**src/rtl/complex_acc.sv**
```systemverilog
// rtl/complex_acc.sv - frame accumulator for signed complex products with valid/ready output
//
// Purpose: sums LEN consecutive signed complex samples (in_re, in_im) into ACC_W-bit
// accumulators and presents one complex sum per frame on a valid/ready output register.
// Optional build macro: COMPLEX_ACC_SAT_EN (defined -> saturating adds, undefined -> wrap).
//
// Ports:
//   clk        rising-edge clock
//   rst_n      asynchronous active-low reset
//   clear      synchronous frame restart (accumulators, count, frame ovf flag)
//   in_valid   input sample valid
//   in_ready   block can take a sample (combinational)
//   in_re      signed real part of product, IN_W bits
//   in_im      signed imaginary part of product, IN_W bits
//   out_valid  out_re/out_im/out_ovf hold a completed frame
//   out_ready  consumer accepts the pending frame
//   out_re     signed real frame sum, ACC_W bits
//   out_im     signed imaginary frame sum, ACC_W bits
//   out_ovf    at least one accumulator overflow happened during the frame
module complex_acc #(
  parameter int IN_W  = 8,
  parameter int ACC_W = 16,
  parameter int LEN   = 16
) (
  input  logic                    clk,
  input  logic                    rst_n,
  input  logic                    clear,
  input  logic                    in_valid,
  output logic                    in_ready,
  input  logic signed [IN_W-1:0]  in_re,
  input  logic signed [IN_W-1:0]  in_im,
  output logic                    out_valid,
  input  logic                    out_ready,
  output logic signed [ACC_W-1:0] out_re,
  output logic signed [ACC_W-1:0] out_im,
  output logic                    out_ovf
);

  localparam int CW = $clog2(LEN + 1);
  localparam int SW = ACC_W + 1;

`ifdef COMPLEX_ACC_SAT_EN
  localparam logic [ACC_W-1:0] SAT_MAX = {1'b0, {(ACC_W-1){1'b1}}};
  localparam logic [ACC_W-1:0] SAT_MIN = {1'b1, {(ACC_W-1){1'b0}}};
`endif

  // EMPTY: accumulating freely. FULL: holding an unread frame result.
  typedef enum logic {
    ST_EMPTY = 1'b0,
    ST_FULL  = 1'b1
  } state_t;

  state_t           state_q, state_d;
  logic [ACC_W-1:0] acc_re_q, acc_re_d;
  logic [ACC_W-1:0] acc_im_q, acc_im_d;
  logic [CW-1:0]    cnt_q, cnt_d;
  logic             fovf_q, fovf_d;
  logic [ACC_W-1:0] out_re_q, out_re_d;
  logic [ACC_W-1:0] out_im_q, out_im_d;
  logic             out_ovf_q, out_ovf_d;

  logic             take;
  logic             out_xfer;
  logic             last;
  logic [ACC_W-1:0] base_re, base_im;
  logic [CW-1:0]    base_cnt;
  logic             base_fovf;
  logic [SW-1:0]    sum_re, sum_im;
  logic             ovf_re, ovf_im;
  logic [ACC_W-1:0] nxt_re, nxt_im;
  logic             frame_ovf;

  assign out_valid = (state_q == ST_FULL);
  assign in_ready  = !out_valid || out_ready;
  assign take      = in_valid && in_ready;
  assign out_xfer  = out_valid && out_ready;

  // clear acts as if the frame had just restarted, so a sample accepted in the same
  // cycle becomes the first sample of the new frame.
  assign base_re   = clear ? '0 : acc_re_q;
  assign base_im   = clear ? '0 : acc_im_q;
  assign base_cnt  = clear ? '0 : cnt_q;
  assign base_fovf = clear ? 1'b0 : fovf_q;

  // One guard bit above ACC_W: the top two bits disagree exactly when the true sum
  // falls outside the signed ACC_W range.
  assign sum_re = {base_re[ACC_W-1], base_re} + {{(SW-IN_W){in_re[IN_W-1]}}, in_re};
  assign sum_im = {base_im[ACC_W-1], base_im} + {{(SW-IN_W){in_im[IN_W-1]}}, in_im};
  assign ovf_re = sum_re[ACC_W] ^ sum_re[ACC_W-1];
  assign ovf_im = sum_im[ACC_W] ^ sum_im[ACC_W-1];

`ifdef COMPLEX_ACC_SAT_EN
  // Guard bit carries the true sign, which picks the rail to clamp to.
  assign nxt_re = ovf_re ? (sum_re[ACC_W] ? SAT_MIN : SAT_MAX) : sum_re[ACC_W-1:0];
  assign nxt_im = ovf_im ? (sum_im[ACC_W] ? SAT_MIN : SAT_MAX) : sum_im[ACC_W-1:0];
`else
  assign nxt_re = sum_re[ACC_W-1:0];
  assign nxt_im = sum_im[ACC_W-1:0];
`endif

  assign frame_ovf = base_fovf || ovf_re || ovf_im;
  assign last      = take && (base_cnt == CW'(LEN - 1));

  always_comb begin
    state_d   = state_q;
    acc_re_d  = base_re;
    acc_im_d  = base_im;
    cnt_d     = base_cnt;
    fovf_d    = base_fovf;
    out_re_d  = out_re_q;
    out_im_d  = out_im_q;
    out_ovf_d = out_ovf_q;

    if (take) begin
      if (last) begin
        out_re_d  = nxt_re;
        out_im_d  = nxt_im;
        out_ovf_d = frame_ovf;
        state_d   = ST_FULL;
        acc_re_d  = '0;
        acc_im_d  = '0;
        cnt_d     = '0;
        fovf_d    = 1'b0;
      end else begin
        acc_re_d  = nxt_re;
        acc_im_d  = nxt_im;
        cnt_d     = base_cnt + 1'b1;
        fovf_d    = frame_ovf;
      end
    end

    // A result loaded this cycle overrides the drain, so back-to-back frames have no bubble.
    if (!last && out_xfer) begin
      state_d = ST_EMPTY;
    end
  end

  always_ff @(posedge clk or negedge rst_n) begin
    if (!rst_n) begin
      state_q   <= ST_EMPTY;
      acc_re_q  <= '0;
      acc_im_q  <= '0;
      cnt_q     <= '0;
      fovf_q    <= 1'b0;
      out_re_q  <= '0;
      out_im_q  <= '0;
      out_ovf_q <= 1'b0;
    end else begin
      state_q   <= state_d;
      acc_re_q  <= acc_re_d;
      acc_im_q  <= acc_im_d;
      cnt_q     <= cnt_d;
      fovf_q    <= fovf_d;
      out_re_q  <= out_re_d;
      out_im_q  <= out_im_d;
      out_ovf_q <= out_ovf_d;
    end
  end

  assign out_re  = out_re_q;
  assign out_im  = out_im_q;
  assign out_ovf = out_ovf_q;

endmodule

```
**config.mk**
```make
export PLATFORM = sky130hd
export DESIGN_NAME = complex_acc
export DESIGN_NICKNAME = d
export VERILOG_FILES = /design/src/rtl/complex_acc.sv
export SDC_FILE = /design/constraint.sdc
export NUM_CORES = 1
export LEC_CHECK = 0
export BUFFER_PORTS_ARGS = -buffer_cell sky130_fd_sc_hd__buf_2
export CAP_MARGIN = 20
export CORE_MARGIN = 2
export CORE_UTILIZATION = 44
export CTS_BUF_LIST = sky130_fd_sc_hd__clkbuf_8
export DETAILED_ROUTE_END_ITERATION = 16
export GPL_TIMING_DRIVEN = 0
export PLACE_DENSITY_LB_ADDON = 0.25
export SYNTH_ARGS = -nofsm -noshare
export SYNTH_HDL_FRONTEND = slang
export SYNTH_SLANG_ARGS = --single-unit
```
**constraint.sdc**
```tcl
create_clock -name clk -period 3.7 [get_ports clk]
set_input_delay 0.37 -clock clk [delete_from_list [all_inputs] [get_ports clk]]
set_output_delay 0.37 -clock clk [all_outputs]
set_load 0.02 [all_outputs]
```
==> results.txt <==
Status -> completed
First-pass GRT wire length -> 17800 um
Min Hold Slack -> 332.7 ps
Initial antenna violation count -> 0
Input/output buffers -> 55
CP Class -> primary input to flop
TritonCTS clock tree -> yes
Routed WL -> 10480 um
Die area -> 0.01073 mm^2
Pleak -> 2.558 nW
Yosys warnings -> 0
# H-tree levels -> 3
Seq cells post-synth -> 72
Post-CTS Setup Inserts -> 0
I/O pins -> 56
CTS root buf -> clkbuf_8
Setup Total Neg Slack -> 0 ps
Final slew viol count -> 0
CP max stage delay -> 490 ps
Number of remaining DRC errors -> 0
Worst skew pair latency -> 360 ps
RSZ-0062 raised after global routing -> no
Arr. time, crit path -> 3670 ps
Filler cells -> 946
Max-Cap Viols -> 0
Critical Path Source Type -> primary input
Area contributors post-synth -> dfrtp_1 (41%), ha_1 (9.5%), o2bb2ai_1 (5.8%)
Gr usage total -> 20.60%
VDD IR-drop max -> 0.1907 mV
ANT cells -> 0
Clk slew on worst S/H paths -> 80 ps
Maximum clock insertion buffer count -> 2
Synth area leader -> dfrtp_1
Max_slew headroom -> 55.33%
Cell count after synthesis -> 458
Crit. End Element -> flop
RePlAce Congestion -> 0.9008
Core footprint -> 0.009684 mm^2
Yosys top cell area share -> 41.27%
Critical-path top delay cell -> fa_1
Most used cell along the critical path -> clkbuf_1
Fmax -> 290.5 MHz
Layout Area Growth over Synthesis -> 16.34%
FFs w/ async S/R, synth -> 100.0%
Endpoints failing setup -> 0
ANT nets after route -> 0
Share of cells above drive strength 1 -> 16.57%
Crit-path max FO -> 10
Count leader, synth -> dfrtp_1
DIE HEIGHT -> 103.6 um
Sequential area share after synthesis -> 41.27%
Vias after detailed routing -> 3591
Final Hold Viols -> 0
Buffer and inverter count on the worst path -> 3
Die width -> 103.6 um
EDFF count, synth -> 0
Wire per inst -> 15.78 um
Top FF cell, synth -> dfrtp_1
Cell family with most CP delay -> compound AO/OA/AOI/OAI gates
Yosys cell types -> 51
Tmin final -> 3442 ps
Largest net degree at the start of global routing -> 45
Starting density of the core -> 45.08%
Initial DRC Count -> 100
First drt pass iteration count -> 5
Post-route core utilization -> 52.44%
Vias in the first global route -> 3527
Syn nets -> 514
Top cells by count, synth -> dfrtp_1 (72), nand2_1 (67), nor2b_1 (39)
Via density -> 5.408
Worst path required time -> 3930 ps
CTS Buf Count -> 9
Non-Filler Instances -> 664
Layout Nets -> 582
Final Skew -> 11.11 ps
Placed cell count -> 647
Clk sink count -> 72
Min-delay worst type -> primary input to flop
Pwr dens -> 446.0 mW/mm^2
Period utilization -> 93.02%
Mapped Area -> 0.004365 mm^2
Syn Area/Cell -> 9.532 um^2
Grt total ovfl -> 0
Crit-path cells -> buf_2 -> clkbuf_1 -> clkbuf_1 -> nor2b_1 -> fa_1 -> a211o_1 -> a21o_1 -> o31ai_2 -> o22ai_1 -> a211oi_2 -> xnor2_1 -> nor3_2 -> o21ai_1
Core Rows -> 36
Actual slew at the worst max-slew pin -> 666.4 ps
Post-detail-place hpwl -> 7647 um
## final cells by class
class                      instances  area (um^2)  share of cell area, %
buffer                            23        93.84                  1.848
clock buffer                      11        151.4                  2.981
clock inverter                     5        78.83                  1.552
inverter                           3        11.26                 0.2217
multi-input combinational        360         2460                  48.44
sequential                        72         1802                  35.48
tap                              133        166.4                  3.277
timing repair buffer              57        315.3                  6.208
## state kept, by name (all words and copies together) (netlist names)
signal     cells
acc_im_q      16
acc_re_q      16
out_im        16
out_re        16
cnt_q          5
fovf_q         1
out_ovf        1
out_valid      1
## worst reg2reg max path, cell delays in order (launching register included)
cell      delay [ps]
dfrtp_1          360
nor2b_1          140
ha_1             230
fa_1             440
a211o_1          310
a21o_1           200
o31ai_2          320
o22ai_1          150
a211oi_2         220
xnor2_1          120
nor3_2           240
o21ai_1          100
## cells in the final DEF (no fill, tap or decap), types with 3 or more instances in the layout
master     netlist  final
buf_2            5     59
a21oi_1         23     23
o21ai_0          9      9
a211oi_1         3      3
xor2_1          20     20
nand2_1         67     67
o21ai_1         29     29
xnor2_1         11     11
clkbuf_1        18     17
nor2b_1         39     39
nand2b_1         5      5
nand3_1          4      4
o2bb2ai_1       29     29
o21bai_1         4      4
clkbuf_8         0     11
a31oi_1          3      3
dfrtp_1         72     72
nor2_1          14     14
nand4_1          5      5
and2_1           4      4
and3_1           6      6
a21o_1          20     20
inv_1            3      3
ha_1            33     33
## layer usage
metal	wire [um]	part of all wire, %	vias to the layer above	track usage (%)
met4	217	2.1	0	9.459
met1	5181	49	1717	29.19
met2	4729	45	71	31.41
met3	349	3.3	20	2.895
li1	-	-	1783	-
met5	0	0	-	0
## power breakdown
group	internal [mW]	switching (mW)
Clock	0.415	0.309
Combinational	0.272	0.386
Sequential	0.867	0.0165
Total	1.55	0.711
## worst paths after layout
check,from,endpoint,slack [ps],cells past startpoint
max in group asynchronous,rst_n,acc_im_q[15],2670,3
worst min-delay path,out_ready,out_valid,330,3
min in group asynchronous,rst_n,acc_re_q[7],460,2
worst max register to register,acc_im_q[0],out_ovf,740,11
worst min register to register,out_im[0],out_im[0],470,2
worst max-delay path,clear,out_ovf,260,13
## stage by stage
step                power (mW)  worst slack [ps]  cell area (um^2)
floorplan                1.388             571.4              4365
global placement         1.526            -197.7              4807
detailed placement       1.543            -243.6              4837
CTS                      2.269             131.5              5077
global route             2.394             84.89              5079
finish                   2.265             258.1              5079
## logic make-up (layout without fill, tap and decap cells)
logic type               Yosys count  in the layout  synth area share, %
AND/OR/NAND/NOR                  152            152                17.23
adder cells (fa/ha/maj)           35             35                10.38
XOR/XNOR                          31             31                6.220
AO/OA/AOI/OAI                    141            141                22.30
flip-flops                        72             72                41.27
multiplexers                       1              1               0.2293
buffers and inverters             26             99                2.379
## repair_timing
action | in CTS | in global routing
endpoints found under the setup margin | 0 | 5
resized for setup | 0 | 2
endpoints found under the hold margin | 28 | 0
hold buffers | 1 | 0
No activity file was read; power rests on OpenSTA's default activity.
